**config.mk**
```make
export PLATFORM = sky130hd
export DESIGN_NAME = switch_event_capture
export DESIGN_NICKNAME = d
export VERILOG_FILES = /design/src/rtl/switch_event_capture.sv
export SDC_FILE = /design/constraint.sdc
export NUM_CORES = 1
export LEC_CHECK = 0
export CORE_ASPECT_RATIO = 0.6
export CORE_MARGIN = 2
export CORE_UTILIZATION = 61
export DETAILED_ROUTE_END_ITERATION = 8
export PLACE_DENSITY = 0.82
export SLEW_MARGIN = 30
export SYNTH_ARGS = -nofsm -noshare
export SYNTH_HDL_FRONTEND = slang
export SYNTH_SLANG_ARGS = --single-unit
```
**constraint.sdc**
```tcl
create_clock -name clk -period 10.1 [get_ports clk]
set_clock_uncertainty 0.05 [all_clocks]
set_input_delay 2.02 -clock clk [delete_from_list [all_inputs] [get_ports clk]]
set_output_delay 2.02 -clock clk [all_outputs]
set_load 0.05 [all_outputs]
```
**src/rtl/switch_event_capture.sv**
```systemverilog
// rtl/switch_event_capture.sv - debounced switch capture with show-ahead event FIFO
//
// Ports:
//   clk       system clock (single domain)
//   rst       synchronous active-high reset
//   sw_raw    asynchronous switch pins, WIDTH bits
//   state     current debounced switch value
//   rd_en     pop request; ignored while the FIFO is empty
//   rd_valid  FIFO holds at least one event
//   rd_data   head event: [31:16] changed-bit mask, [15:0] new debounced value
//   count     FIFO fill level
//   overflow  sticky: an event was dropped because the FIFO was full
//   clr_ovf   clears overflow at the next edge (a same-cycle drop wins)

module switch_event_capture #(
  parameter int WIDTH    = 16,
  parameter int DEBOUNCE = 1_000_000,
  parameter int FIFO_AW  = 2
) (
  input  logic               clk,
  input  logic               rst,
  input  logic [WIDTH-1:0]   sw_raw,
  output logic [WIDTH-1:0]   state,
  input  logic               rd_en,
  output logic               rd_valid,
  output logic [31:0]        rd_data,
  output logic [FIFO_AW:0]   count,
  output logic               overflow,
  input  logic               clr_ovf
);

  localparam int CNT_W = $clog2(DEBOUNCE);
  localparam int DEPTH = 1 << FIFO_AW;
  localparam logic [CNT_W-1:0]  CNT_MAX  = CNT_W'(DEBOUNCE - 1);
  localparam logic [FIFO_AW:0]  FULL_LVL = (FIFO_AW + 1)'(DEPTH);

  logic [WIDTH-1:0]   sync1;
  logic [WIDTH-1:0]   sync2;
  logic [WIDTH-1:0]   cand;
  logic [CNT_W-1:0]   cnt;

  logic               accept;
  logic [15:0]        ev_mask;
  logic [15:0]        ev_value;

  logic [31:0]        mem [DEPTH];
  logic [FIFO_AW-1:0] wr_ptr;
  logic [FIFO_AW-1:0] rd_ptr;
  logic               pop;
  logic               full;
  logic               wr_ok;
  logic               drop;

  // Two-flop synchronizer for the asynchronous pins.
  always_ff @(posedge clk) begin
    if (rst) begin
      sync1 <= '0;
      sync2 <= '0;
    end else begin
      sync1 <= sw_raw;
      sync2 <= sync1;
    end
  end

  // Whole-vector debounce: any change of sync2 restarts the count, so a
  // glitch on one bit delays acceptance of every bit. The counter saturates
  // at DEBOUNCE-1 and stays there while the input is quiet.
  always_ff @(posedge clk) begin
    if (rst) begin
      cand <= '0;
      cnt  <= '0;
    end else if (sync2 != cand) begin
      cand <= sync2;
      cnt  <= '0;
    end else if (cnt != CNT_MAX) begin
      cnt  <= cnt + CNT_W'(1);
    end
  end

  // A stable candidate that differs from the accepted value becomes an event.
  assign accept = (sync2 == cand) && (cnt == CNT_MAX) && (cand != state);

  always_ff @(posedge clk) begin
    if (rst) begin
      state <= '0;
    end else if (accept) begin
      state <= cand;
    end
  end

  // Event halves are zero-extended to 16 bits each.
  always_comb begin
    ev_mask                 = '0;
    ev_value                = '0;
    ev_mask[WIDTH-1:0]      = cand ^ state;
    ev_value[WIDTH-1:0]     = cand;
  end

  // FIFO control. When full, a same-cycle pop frees the head slot, which is
  // exactly where wr_ptr points, so the new event lands as the tail.
  assign rd_valid = (count != '0);
  assign full     = (count == FULL_LVL);
  assign pop      = rd_en && rd_valid;
  assign wr_ok    = accept && (!full || pop);
  assign drop     = accept && full && !pop;
  assign rd_data  = mem[rd_ptr];

  always_ff @(posedge clk) begin
    if (!rst && wr_ok) begin
      mem[wr_ptr] <= {ev_mask, ev_value};
    end
  end

  always_ff @(posedge clk) begin
    if (rst) begin
      wr_ptr <= '0;
      rd_ptr <= '0;
      count  <= '0;
    end else begin
      if (wr_ok) begin
        wr_ptr <= wr_ptr + FIFO_AW'(1);
      end
      if (pop) begin
        rd_ptr <= rd_ptr + FIFO_AW'(1);
      end
      if (wr_ok && !pop) begin
        count <= count + (FIFO_AW + 1)'(1);
      end else if (pop && !wr_ok) begin
        count <= count - (FIFO_AW + 1)'(1);
      end
    end
  end

  // Sticky overflow; a drop in the same cycle as clr_ovf keeps it set.
  always_ff @(posedge clk) begin
    if (rst) begin
      overflow <= 1'b0;
    end else if (drop) begin
      overflow <= 1'b1;
    end else if (clr_ovf) begin
      overflow <= 1'b0;
    end
  end

endmodule
```
==> results of run 1 <==
worst min-delay path by stage:
stage,slack [ns],endpoint,startpoint
3_3_place_gp,0.37,sync2[3]$_SDFF_PP0_,sync1[3]$_SDFF_PP0_
2_1_floorplan,0.36,sync2[0]$_SDFF_PP0_,sync1[0]$_SDFF_PP0_
3_5_place_dp,0.37,sync2[13]$_SDFF_PP0_,sync1[13]$_SDFF_PP0_
6_report,0.38,sync2[9]$_SDFF_PP0_,sync1[9]$_SDFF_PP0_
5_1_grt,0.41,sync2[5]$_SDFF_PP0_,sync1[5]$_SDFF_PP0_
4_1_cts,0.39,sync2[9]$_SDFF_PP0_,sync1[9]$_SDFF_PP0_
power by group:
| group | switching [mW] | internal (mW) |
|---|---|---|
| clock network | 0.318 | 0.421 |
| logic | 0.0245 | 0.0163 |
| registers | 0.00669 | 0.958 |
| total | 0.349 | 1.40 |
per-stage QoR:
stage / instances / hold slack [ns]
final: 806 / 0.3804
after global routing: 806 / 0.4054
after CTS: 806 / 0.3852
after detailed placement: 770 / 0.3704
after global placement: 770 / 0.3734
after floorplan: 544 / 0.3638
kinds of logic after synthesis:
group	Yosys count
AND/OR/NAND/NOR	153
adder cells (fa/ha/maj)	7
flip-flops	222
XOR/XNOR	51
multiplexers	35
buffers and inverters	33
AO/OA/AOI/OAI	43
worst reg2reg max path, delay by kind of cell, from the launching register on:
kind / cells / cell delay (ns)
adders and majority gates: 2 / 0.55
buffers and inverters: 2 / 0.18
xor gates and xnor gates: 1 / 0.16
and+or+nand+nor: 5 / 2.29
DFF: 1 / 0.35
AOI/OAI and AO/OA: 1 / 0.14
area by class of cell:
cell class              instances  area, um^2  area share, %
well taps                     175       219.0          2.218
clock inverters                 7       43.79         0.4435
clock buffers                  29       606.8          6.146
inverters                       5       18.77         0.1901
flip-flops and latches        222        5728          58.02
repair buffers                 79       768.2          7.781
multi-input cells             289        2489          25.21
state kept, by name, summed over array words and instances, names as in the netlist, named ones only:
signal / flops
mem: 128
cnt: 20
cand: 16
state: 16
sync1: 16
sync2: 16
count: 3
rd_ptr: 2
wr_ptr: 2
overflow: 1
cell usage after synthesis:
cell type and count:
nor2_1 26, nor3b_1 4, nand2_1 9, buf_2 4, clkbuf_1 19, mux2_4 1
ha_1 6, nand3b_1 1, nand2b_1 6, nor3_1 3, nor4_4 1, or3_1 4
o32ai_1 1, xnor2_1 5, and3_1 1, nor4_1 9, mux2i_1 2, or4b_1 1
and2_1 1, mux4_2 32, dfxtp_1 94, buf_4 1, a211oi_1 1, or4b_4 1
nor2b_1 48, xor2_1 46, nand3_1 12, edfxtp_1 128, inv_1 5, and4_1 3
a21oi_1 21, nand4_1 21, nand4_4 1, o21ai_0 4, fa_1 1, or4b_2 1
buf_1 4, o31ai_1 16
metal layers:
metal	wire length (um)	vias to the layer above	track usage (%)
li1	-	2177	-
met1	7071	2353	31.56
met2	7348	178	36.01
met3	868	35	3.442
met4	392	0	7.022
met5	0	-	0
==> flow_summary_export.csv, run 1 <==
group,metric,value,unit
synthesis,synth_top_family_by_area,"simple AND/OR/NAND/NOR gates",
worst_setup_path,worstReg2RegStart,"cnt[11]$_SDFFE_PP0P_",
drt,drc,0,
drt,ant_nets,0,
worst_setup_path,cp-end-kind,"output pin",
synthesis,synth_compound_gate_area_share,3.140,%
worst_setup_path,r2r-end,"count[2]$_SDFFE_PP0P_",
finish,syn_to_final_growth,18.57,%
synthesis,synth_fp_nets,571,
worst_setup_path,slowest_stage,"clkdlybuf4s50_1",
timing,rsz0062_at_grt,"false",
worst_setup_path,critical_path_arrival,2.69,ns
finish,antenna_cells,0,
synthesis,synthMuxAreaShare,9.076,%
synthesis,synth-xor-area-share,5.364,%
finish,final_area,9873,um^2
synthesis,avgSynthCellArea,15.31,um^2
floorplanning,top_level_ports,73,
synthesis,ys_seq_elements,222,
placement,gp_congestion,0.7617,
timing,min_period_over_period,47.15,%
timing,setup_viol,0,
timing,slew_headroom,37.00,%
power,powerDensity,176.7,nW/um^2
worst_setup_path,startpoint_type,"register",
grt,grt_max_degree,82,
placement,portBuffers,72,
finish,final_cell_mix,"edfxtp_1, dfxtp_1, clkdlybuf4s50_1",
timing,period_needed,4.762,ns
power,fin_total_pwr,1.745,mW
synthesis,netlist_area,8327,um^2
finish,nets,644,
worst_setup_path,path_cells,"buf_4 > mux4_2 > clkdlybuf4s50_1",
clock_tree,cts_tree,"built",
timing,timing.final.hold_violations,0,
worst_setup_path,r2r_slack,6.33,ns
grt,grt_pass1_vias,4640,
floorplanning,start_util,61.67,%
finish,drive_gt1_share,13.15,%
worst_setup_path,critical_path_buf_inv_count,2,
synthesis,synth_top_area_cell,"edfxtp_1",
grt,grt_use_total,22.18,%
worst_setup_path,crit_family,"buffers and inverters",
worst_setup_path,required,8.03,ns
drt,post_drt_wl_per_cell,19.46,um
timing,max_clock_freq,210.0,MHz
status,status,"finished, final reports clean",
finish,final_util,73.13,%
grt,grt_pass1_wl,24870,um
floorplanning,die_area,14630,um^2
worst_setup_path,endpoint,"rd_data[1]",
floorplanning,die_x,154.8,um
finish,final_common_cell,"edfxtp_1",
clock_tree,htreeDepth,1,
clock_tree,post_cts_resized,0,
worst_setup_path,critPathMaxStageDelay,0.73,ns
synthesis,synthCells,544,
grt,grt_overflow,0,
floorplanning,coreArea,13500,um^2
grt,antenna_found_initial,0,
timing,worst_pin_slew,0.9449,ns
placement,dpl_cell_area,9223,um^2
clock_tree,worstSkewPairLatency,0.49,ns
floorplanning,row_count,33,
finish,fillCellCount,820,
clock_tree,cts_setup_buffers,0,
synthesis,ys_warn_count,0,
drt,wl,15680,um
worst_setup_path,crit_cells,3,
clock_tree,cts_num_sinks,222,
timing,fin_tns_setup,0,ns
drt,drt_iter0_drc,385,
placement,place_hpwl,9819,um
synthesis,netlist.area_leader.share,46.16,%
timing,setup_ws,5.338,ns
synthesis,synth_area_leaders,"edfxtp_1, dfxtp_1, mux4_2, xor2_1, nor2b_1",
synthesis,synth_cell_type_count,38,
placement,pre_cts_slack,5.579,ns
drt,vias,4743,
job,cap_violations,0,
clock_tree,root_buffer,"clkbuf_16",
synthesis,ys_seq_area_share,68.76,%
clock_tree,cts_hold_buffers,0,
power,ir_drop,0.1167,mV
hold_path,min_path_cells,1,
hold_path,hp-class,"register to register",
worst_setup_path,crit_type,"register to output pin",
synthesis,synth_fa_ha_area_share,1.142,%
timing,drv_slew,0,
clock_tree,numCtsBuffers,20,
worst_setup_path,r2r_cells,11,
power,leakage,3.258,nW
worst_setup_path,crit_fanout,32,
drt,vias_per_cell,5.885,
synthesis,synth-simple-area-share,10.92,%
drt,dr.pass1.iters,4,
clock_tree,cts.path.max_buffers,3,
clock_tree,path_clk_slew,0.07,ns
floorplanning,fp.dieH,94.50,um
Power figures use the tool's default switching activity.
==> run 2, diff against run 1 <==
--- a/config.mk
+++ b/config.mk
@@ -7,9 +7,9 @@
 export LEC_CHECK = 0
 export CORE_ASPECT_RATIO = 0.6
 export CORE_MARGIN = 2
-export CORE_UTILIZATION = 61
+export CORE_UTILIZATION = 57
 export DETAILED_ROUTE_END_ITERATION = 8
-export PLACE_DENSITY = 0.82
+export PLACE_DENSITY = 0.77
 export SLEW_MARGIN = 30
 export SYNTH_ARGS = -nofsm -noshare
 export SYNTH_HDL_FRONTEND = slang
==> constraint.sdc (replaced) <==
create_clock -name clk -period 4.4 [get_ports clk]
set_clock_uncertainty 0.05 [all_clocks]
set_input_delay 0.88 -clock clk [delete_from_list [all_inputs] [get_ports clk]]
set_output_delay 0.88 -clock clk [all_outputs]
set_load 0.05 [all_outputs]
==> run 2 against run 1 <==
Cell count increased by 3.3%; register-to-register slack got worse by 5.4 ns; critical endpoint is now rd_data[31]; first-iteration DRC count is 14% higher; non-clock buffer count increased by 4; flip-flop and latch count unchanged; via count fell by 1.1%; final area is 0.91% higher; critical path type unchanged.
==> flow_summary_export.csv, run 2 (synthesis gave the netlist of run 1 again) <==
group,metric,value,unit
status,status,"finished, final reports clean",
job,cap_violations,0,
placement,place_hpwl,10350,um
drt,vias,4690,
timing,period_needed,3.712,ns
timing,drv_slew,0,
worst_setup_path,required,3.47,ns
drt,post_drt_wl_per_cell,19.38,um
clock_tree,cts_setup_buffers,0,
grt,grt_overflow,0,
finish,final_cell_mix,"edfxtp_1, dfxtp_1, clkdlybuf4s50_1",
drt,dr.pass1.iters,5,
hold_path,hp-class,"register to register",
timing,min_period_over_period,84.36,%
power,ir_drop,0.2515,mV
drt,drc,0,
power,powerDensity,406.0,nW/um^2
clock_tree,path_clk_slew,0.06,ns
worst_setup_path,crit_fanout,17,
worst_setup_path,critical_path_arrival,2.78,ns
drt,vias_per_cell,5.630,
floorplanning,row_count,34,
finish,drive_gt1_share,12.91,%
floorplanning,coreArea,14380,um^2
grt,grt_pass1_vias,4526,
floorplanning,top_level_ports,73,
placement,dpl_cell_area,9293,um^2
timing,setup_viol,0,
clock_tree,root_buffer,"clkbuf_16",
finish,final_common_cell,"edfxtp_1",
placement,gp_congestion,0.7873,
finish,nets,648,
timing,max_clock_freq,269.4,MHz
grt,grt_pass1_wl,25150,um
placement,post-place-cells,797,
finish,final_area,9963,um^2
clock_tree,htreeDepth,1,
finish,syn_to_final_growth,19.65,%
clock_tree,cts_hold_buffers,0,
floorplanning,start_util,57.91,%
placement,pre_cts_slack,0.8899,ns
clock_tree,cts.path.max_buffers,3,
clock_tree,numCtsBuffers,20,
finish,fillCellCount,999,
finish,fin_cells,833,
timing,fin_tns_setup,0,ns
clock_tree,cts_num_sinks,222,
drt,ant_nets,0,
hold_path,min_path_cells,1,
power,leakage,3.293,nW
finish,largest_register_ffs,128,
grt,grt_use_total,20.94,%
clock_tree,post_cts_resized,0,
clock_tree,cts_tree,"built",
grt,antenna_found_initial,0,
floorplanning,die_x,160.0,um
timing,slew_headroom,32.60,%
worst_setup_path,cp-end-kind,"output pin",
drt,wl,16140,um
clock_tree,worstSkewPairLatency,0.49,ns
drt,drt_iter0_drc,440,
timing,setup_ws,0.6883,ns
floorplanning,fp.dieH,97.62,um
timing,worst_pin_slew,1.002,ns
worst_setup_path,crit_type,"register to output pin",
worst_setup_path,startpoint_type,"register",
finish,top_regs,"mem x128, cnt x20",
floorplanning,die_area,15620,um^2
finish,antenna_cells,0,
finish,regMostFlops,"mem",
timing,timing.final.hold_violations,0,
timing,rsz0062_at_grt,"false",
worst_setup_path,r2r_cells,6,
finish,final_util,69.29,%
grt,grt_max_degree,78,
placement,portBuffers,72,
run 2: cell types whose count changed in the layout (fill, tap and decap cells not counted), sizes merged:
cell / previous run / this run
clkinv: 5 / 7
bufinv: 0 / 2
inv: 6 / 5
buf: 8 / 12
clkbuf: 29 / 27
clkinvlp: 1 / 0
run 2: worst paths after layout:
path | start | slack (ns) | endpoint
max | register | 0.69 | rd_data[31]
min | sync1[9]$_SDFF_PP0_ | 0.38 | sync2[9]$_SDFF_PP0_
max reg2reg | cand[11]$_SDFFE_PP0P_ | 0.94 | mem[3][13]$_DFFE_PP_
min reg2reg | sync1[9]$_SDFF_PP0_ | 0.38 | sync2[9]$_SDFF_PP0_
run 2: power breakdown:
part | leakage, nW | internal, mW | switching, mW
Clock | 0.324 | 1.02 | 0.710
Combinational | 1.16 | 0.0383 | 0.0602
Sequential | 1.81 | 2.20 | 0.0154
run 2: cell type report:
class	count	area, um^2	share of cell area (%)
flip-flops and latches	222	5727	57.48
well taps	198	247.7	2.487
repair buffers	83	810.8	8.138
clock inverters	9	90.09	0.9042
clock buffers	27	568.0	5.701
inverters	5	18.77	0.1884
multi-input cells	289	2501	25.10
run 2: layer usage:
layer / share of wire (%) / GRT usage, % / wire [um]
met5: 0 / 0 / 0
met3: 6.1 / 3.884 / 987
met4: 2.2 / 6.168 / 350
met2: 46 / 32.43 / 7487
met1: 45 / 30.69 / 7317
run 2: stage by stage:
step	power [mW]	hold slack (ns)
2_1_floorplan	2.313	0.3638
3_3_place_gp	2.353	0.3692
3_5_place_dp	2.356	0.3712
4_1_cts	4.073	0.3855
5_1_grt	4.168	0.3960
6_report	4.045	0.3848
run 2: worst max-delay path, cell delays in order, from the launching register on:
cell and delay [ns]:
dfxtp_2 0.75, buf_12 0.26, mux4_2 0.54, clkdlybuf4s50_1 0.72
==> run 3, diff against run 2 <==
--- a/config.mk
+++ b/config.mk
@@ -7,9 +7,9 @@
 export LEC_CHECK = 0
 export CORE_ASPECT_RATIO = 0.6
 export CORE_MARGIN = 2
-export CORE_UTILIZATION = 57
+export CORE_UTILIZATION = 51
 export DETAILED_ROUTE_END_ITERATION = 8
-export PLACE_DENSITY = 0.77
+export PLACE_DENSITY = 0.73
 export SLEW_MARGIN = 30
 export SYNTH_ARGS = -nofsm -noshare
 export SYNTH_HDL_FRONTEND = slang
==> constraint.sdc (replaced) <==
create_clock -name clk -period 3.2 [get_ports clk]
set_clock_uncertainty 0.05 [all_clocks]
set_input_delay 0.64 -clock clk [delete_from_list [all_inputs] [get_ports clk]]
set_output_delay 0.64 -clock clk [all_outputs]
set_load 0.05 [all_outputs]
==> run 3 against run 2 <==
Setup slack got worse by 0.50 ns; critical path depth increased by 8; final area increased by 2.1%; clock power increased by 43%; combinational power increased by 53%; sequential share of layout area decreased by 1.2 points; via count increased by 1.9%; critical endpoint is now count[2]$_SDFFE_PP0P_.
==> flow_summary_export.csv, run 3 (synthesis gave the netlist of run 1 again) <==
group,metric,value,unit
status,status,"finished, final reports clean",
clock_tree,path_clk_slew,0.07,ns
drt,drc,0,
finish,largest_register_ffs,128,
timing,max_clock_freq,331.8,MHz
clock_tree,cts_tree,"built",
timing,rsz0062_at_grt,"false",
placement,place_hpwl,10820,um
placement,gp_congestion,0.7798,
worst_setup_path,worstReg2RegStart,"cnt[11]$_SDFFE_PP0P_",
timing,min_period_over_period,94.19,%
finish,final_cell_mix,"edfxtp_1, dfxtp_1, buf_4",
clock_tree,cts_num_sinks,222,
drt,dr.pass1.iters,4,
hold_path,holdPathEnd,"sync2[6]$_SDFF_PP0_",
job,cap_violations,0,
timing,drv_slew,0,
finish,drive_gt1_share,21.88,%
finish,top_regs,"mem x128, cnt x20",
hold_path,hp-class,"register to register",
grt,grt_pass1_vias,4841,
clock_tree,numCtsBuffers,21,
clock_tree,root_buffer,"clkbuf_16",
power,powerDensity,557.5,nW/um^2
worst_setup_path,critical_path_arrival,3.37,ns
worst_setup_path,crit_fanout,5,
worst_setup_path,r2r_cells,11,
drt,ant_nets,0,
placement,dpl_cell_area,9467,um^2
worst_setup_path,r2r-end,"count[2]$_SDFFE_PP0P_",
finish,regArea,5727,um^2
floorplanning,die_area,17400,um^2
grt,grt_overflow,0,
power,fin_total_pwr,5.674,mW
drt,drt_iter0_drc,432,
finish,final_common_cell,"edfxtp_1",
finish,regMostFlops,"mem",
grt,antenna_found_initial,0,
finish,final_area,10180,um^2
drt,wl,16580,um
placement,portBuffers,72,
floorplanning,fp.dieH,103.0,um
drt,vias,4780,
worst_setup_path,r2r_slack,0.19,ns
hold_path,min_path_cells,1,
timing,worst_pin_slew,0.7902,ns
clock_tree,worstSkewPairLatency,0.49,ns
drt,vias_per_cell,5.513,
timing,timing.final.hold_violations,0,
hold_path,hold_start,"sync1[6]$_SDFF_PP0_",
timing,setup_viol,0,
worst_setup_path,cp-end-kind,"register",
finish,fillCellCount,1154,
finish,antenna_cells,0,
floorplanning,die_x,169.0,um
finish,multi_input_area,2522,um^2
floorplanning,start_util,51.78,%
clock_tree,cts.path.max_buffers,3,
clock_tree,htreeDepth,1,
grt,grt_max_degree,49,
worst_setup_path,required,3.56,ns
grt,grt_use_total,19.25,%
floorplanning,top_level_ports,73,
grt,grt_pass1_wl,25520,um
worst_setup_path,crit_type,"register to register",
timing,slew_headroom,47.32,%
floorplanning,row_count,36,
finish,nets,671,
power,ir_drop,0.3424,mV
drt,post_drt_wl_per_cell,19.12,um
finish,syn_to_final_growth,22.22,%
worst_setup_path,startpoint_type,"register",
timing,period_needed,3.014,ns
power,leakage,3.490,nW
floorplanning,coreArea,16080,um^2
clock_tree,cts_hold_buffers,0,
[run 3: changes by cell type in the layout (fill, tap and decap cells not counted), moves of 2 or more]
cell             change
buf_12               +4
buf_4               +50
clkbuf_1             -4
clkdlybuf4s50_1     -32
clkinv_2             +3
nor3b_2              -2
nor3b_4              +2
[run 3: worst max path at each step]
stage / startpoint / to / slack [ns]
2_1_floorplan: cnt[11]$_SDFFE_PP0P_ / mem[1][0]$_DFFE_PP_ / -0.26
3_3_place_gp: rd_en / count[2]$_SDFFE_PP0P_ / 0.22
3_5_place_dp: rd_en / count[2]$_SDFFE_PP0P_ / 0.14
4_1_cts: cnt[11]$_SDFFE_PP0P_ / count[2]$_SDFFE_PP0P_ / 0.17
5_1_grt: cnt[11]$_SDFFE_PP0P_ / count[2]$_SDFFE_PP0P_ / 0.04
6_report: cnt[11]$_SDFFE_PP0P_ / count[2]$_SDFFE_PP0P_ / 0.19
[run 3: area by class of cell]
class | count | share of cell area (%)
flip-flops and latches | 222 | 56.27
clock buffers | 25 | 5.815
multi-input cells | 289 | 24.78
repair buffers | 105 | 9.294
inverters | 5 | 0.1844
clock inverters | 12 | 1.082
well taps | 209 | 2.569
[run 3: worst max-delay path: stages (launching register included)]
cell     delay, ns
dfxtp_1       0.35
or4b_4        0.56
nor4_4        0.35
and2_4        0.23
nand4_4       0.10
inv_1         0.07
ha_1          0.17
inv_1         0.06
fa_1          0.38
xor2_1        0.16
or3_1         0.31
a21oi_1       0.15
[run 3: repair_timing]
action | in CTS | in global routing
buffers inserted | 0 | 0
resized for setup | 0 | 1
endpoints found under the setup margin | 0 | 1
endpoints found under the hold margin | 0 | 0
[run 3: metal layers]
layer,vias up,track usage [%],routed length [um]
met4,0,5.902,335
met3,32,3.378,961
met2,159,31.05,7766
met5,-,0,0
met1,2362,27.25,7518
li1,2227,-,-
[run 3: where the power goes]
part	switching [mW]	total [mW]	internal, mW
logic	0.0899	0.151	0.0613
clock network	1.00	2.48	1.48
registers	0.0158	3.04	3.02
total	1.11	5.67	4.56
[run 3: per-stage QoR]
step                      hold WS [ns]  std cells  TNS, ns  utilization (%)  setup slack, ns
after floorplan                 0.3638        544   -32.96                -          -0.2643
after global placement          0.3707        830        0            58.87           0.2250
after detailed placement        0.3704        830        0            58.87           0.1352
after CTS                       0.3850        867        0            63.24           0.1655
after global routing            0.4106        867        0            63.29          0.03628
final                           0.3839        867        0            63.29           0.1860
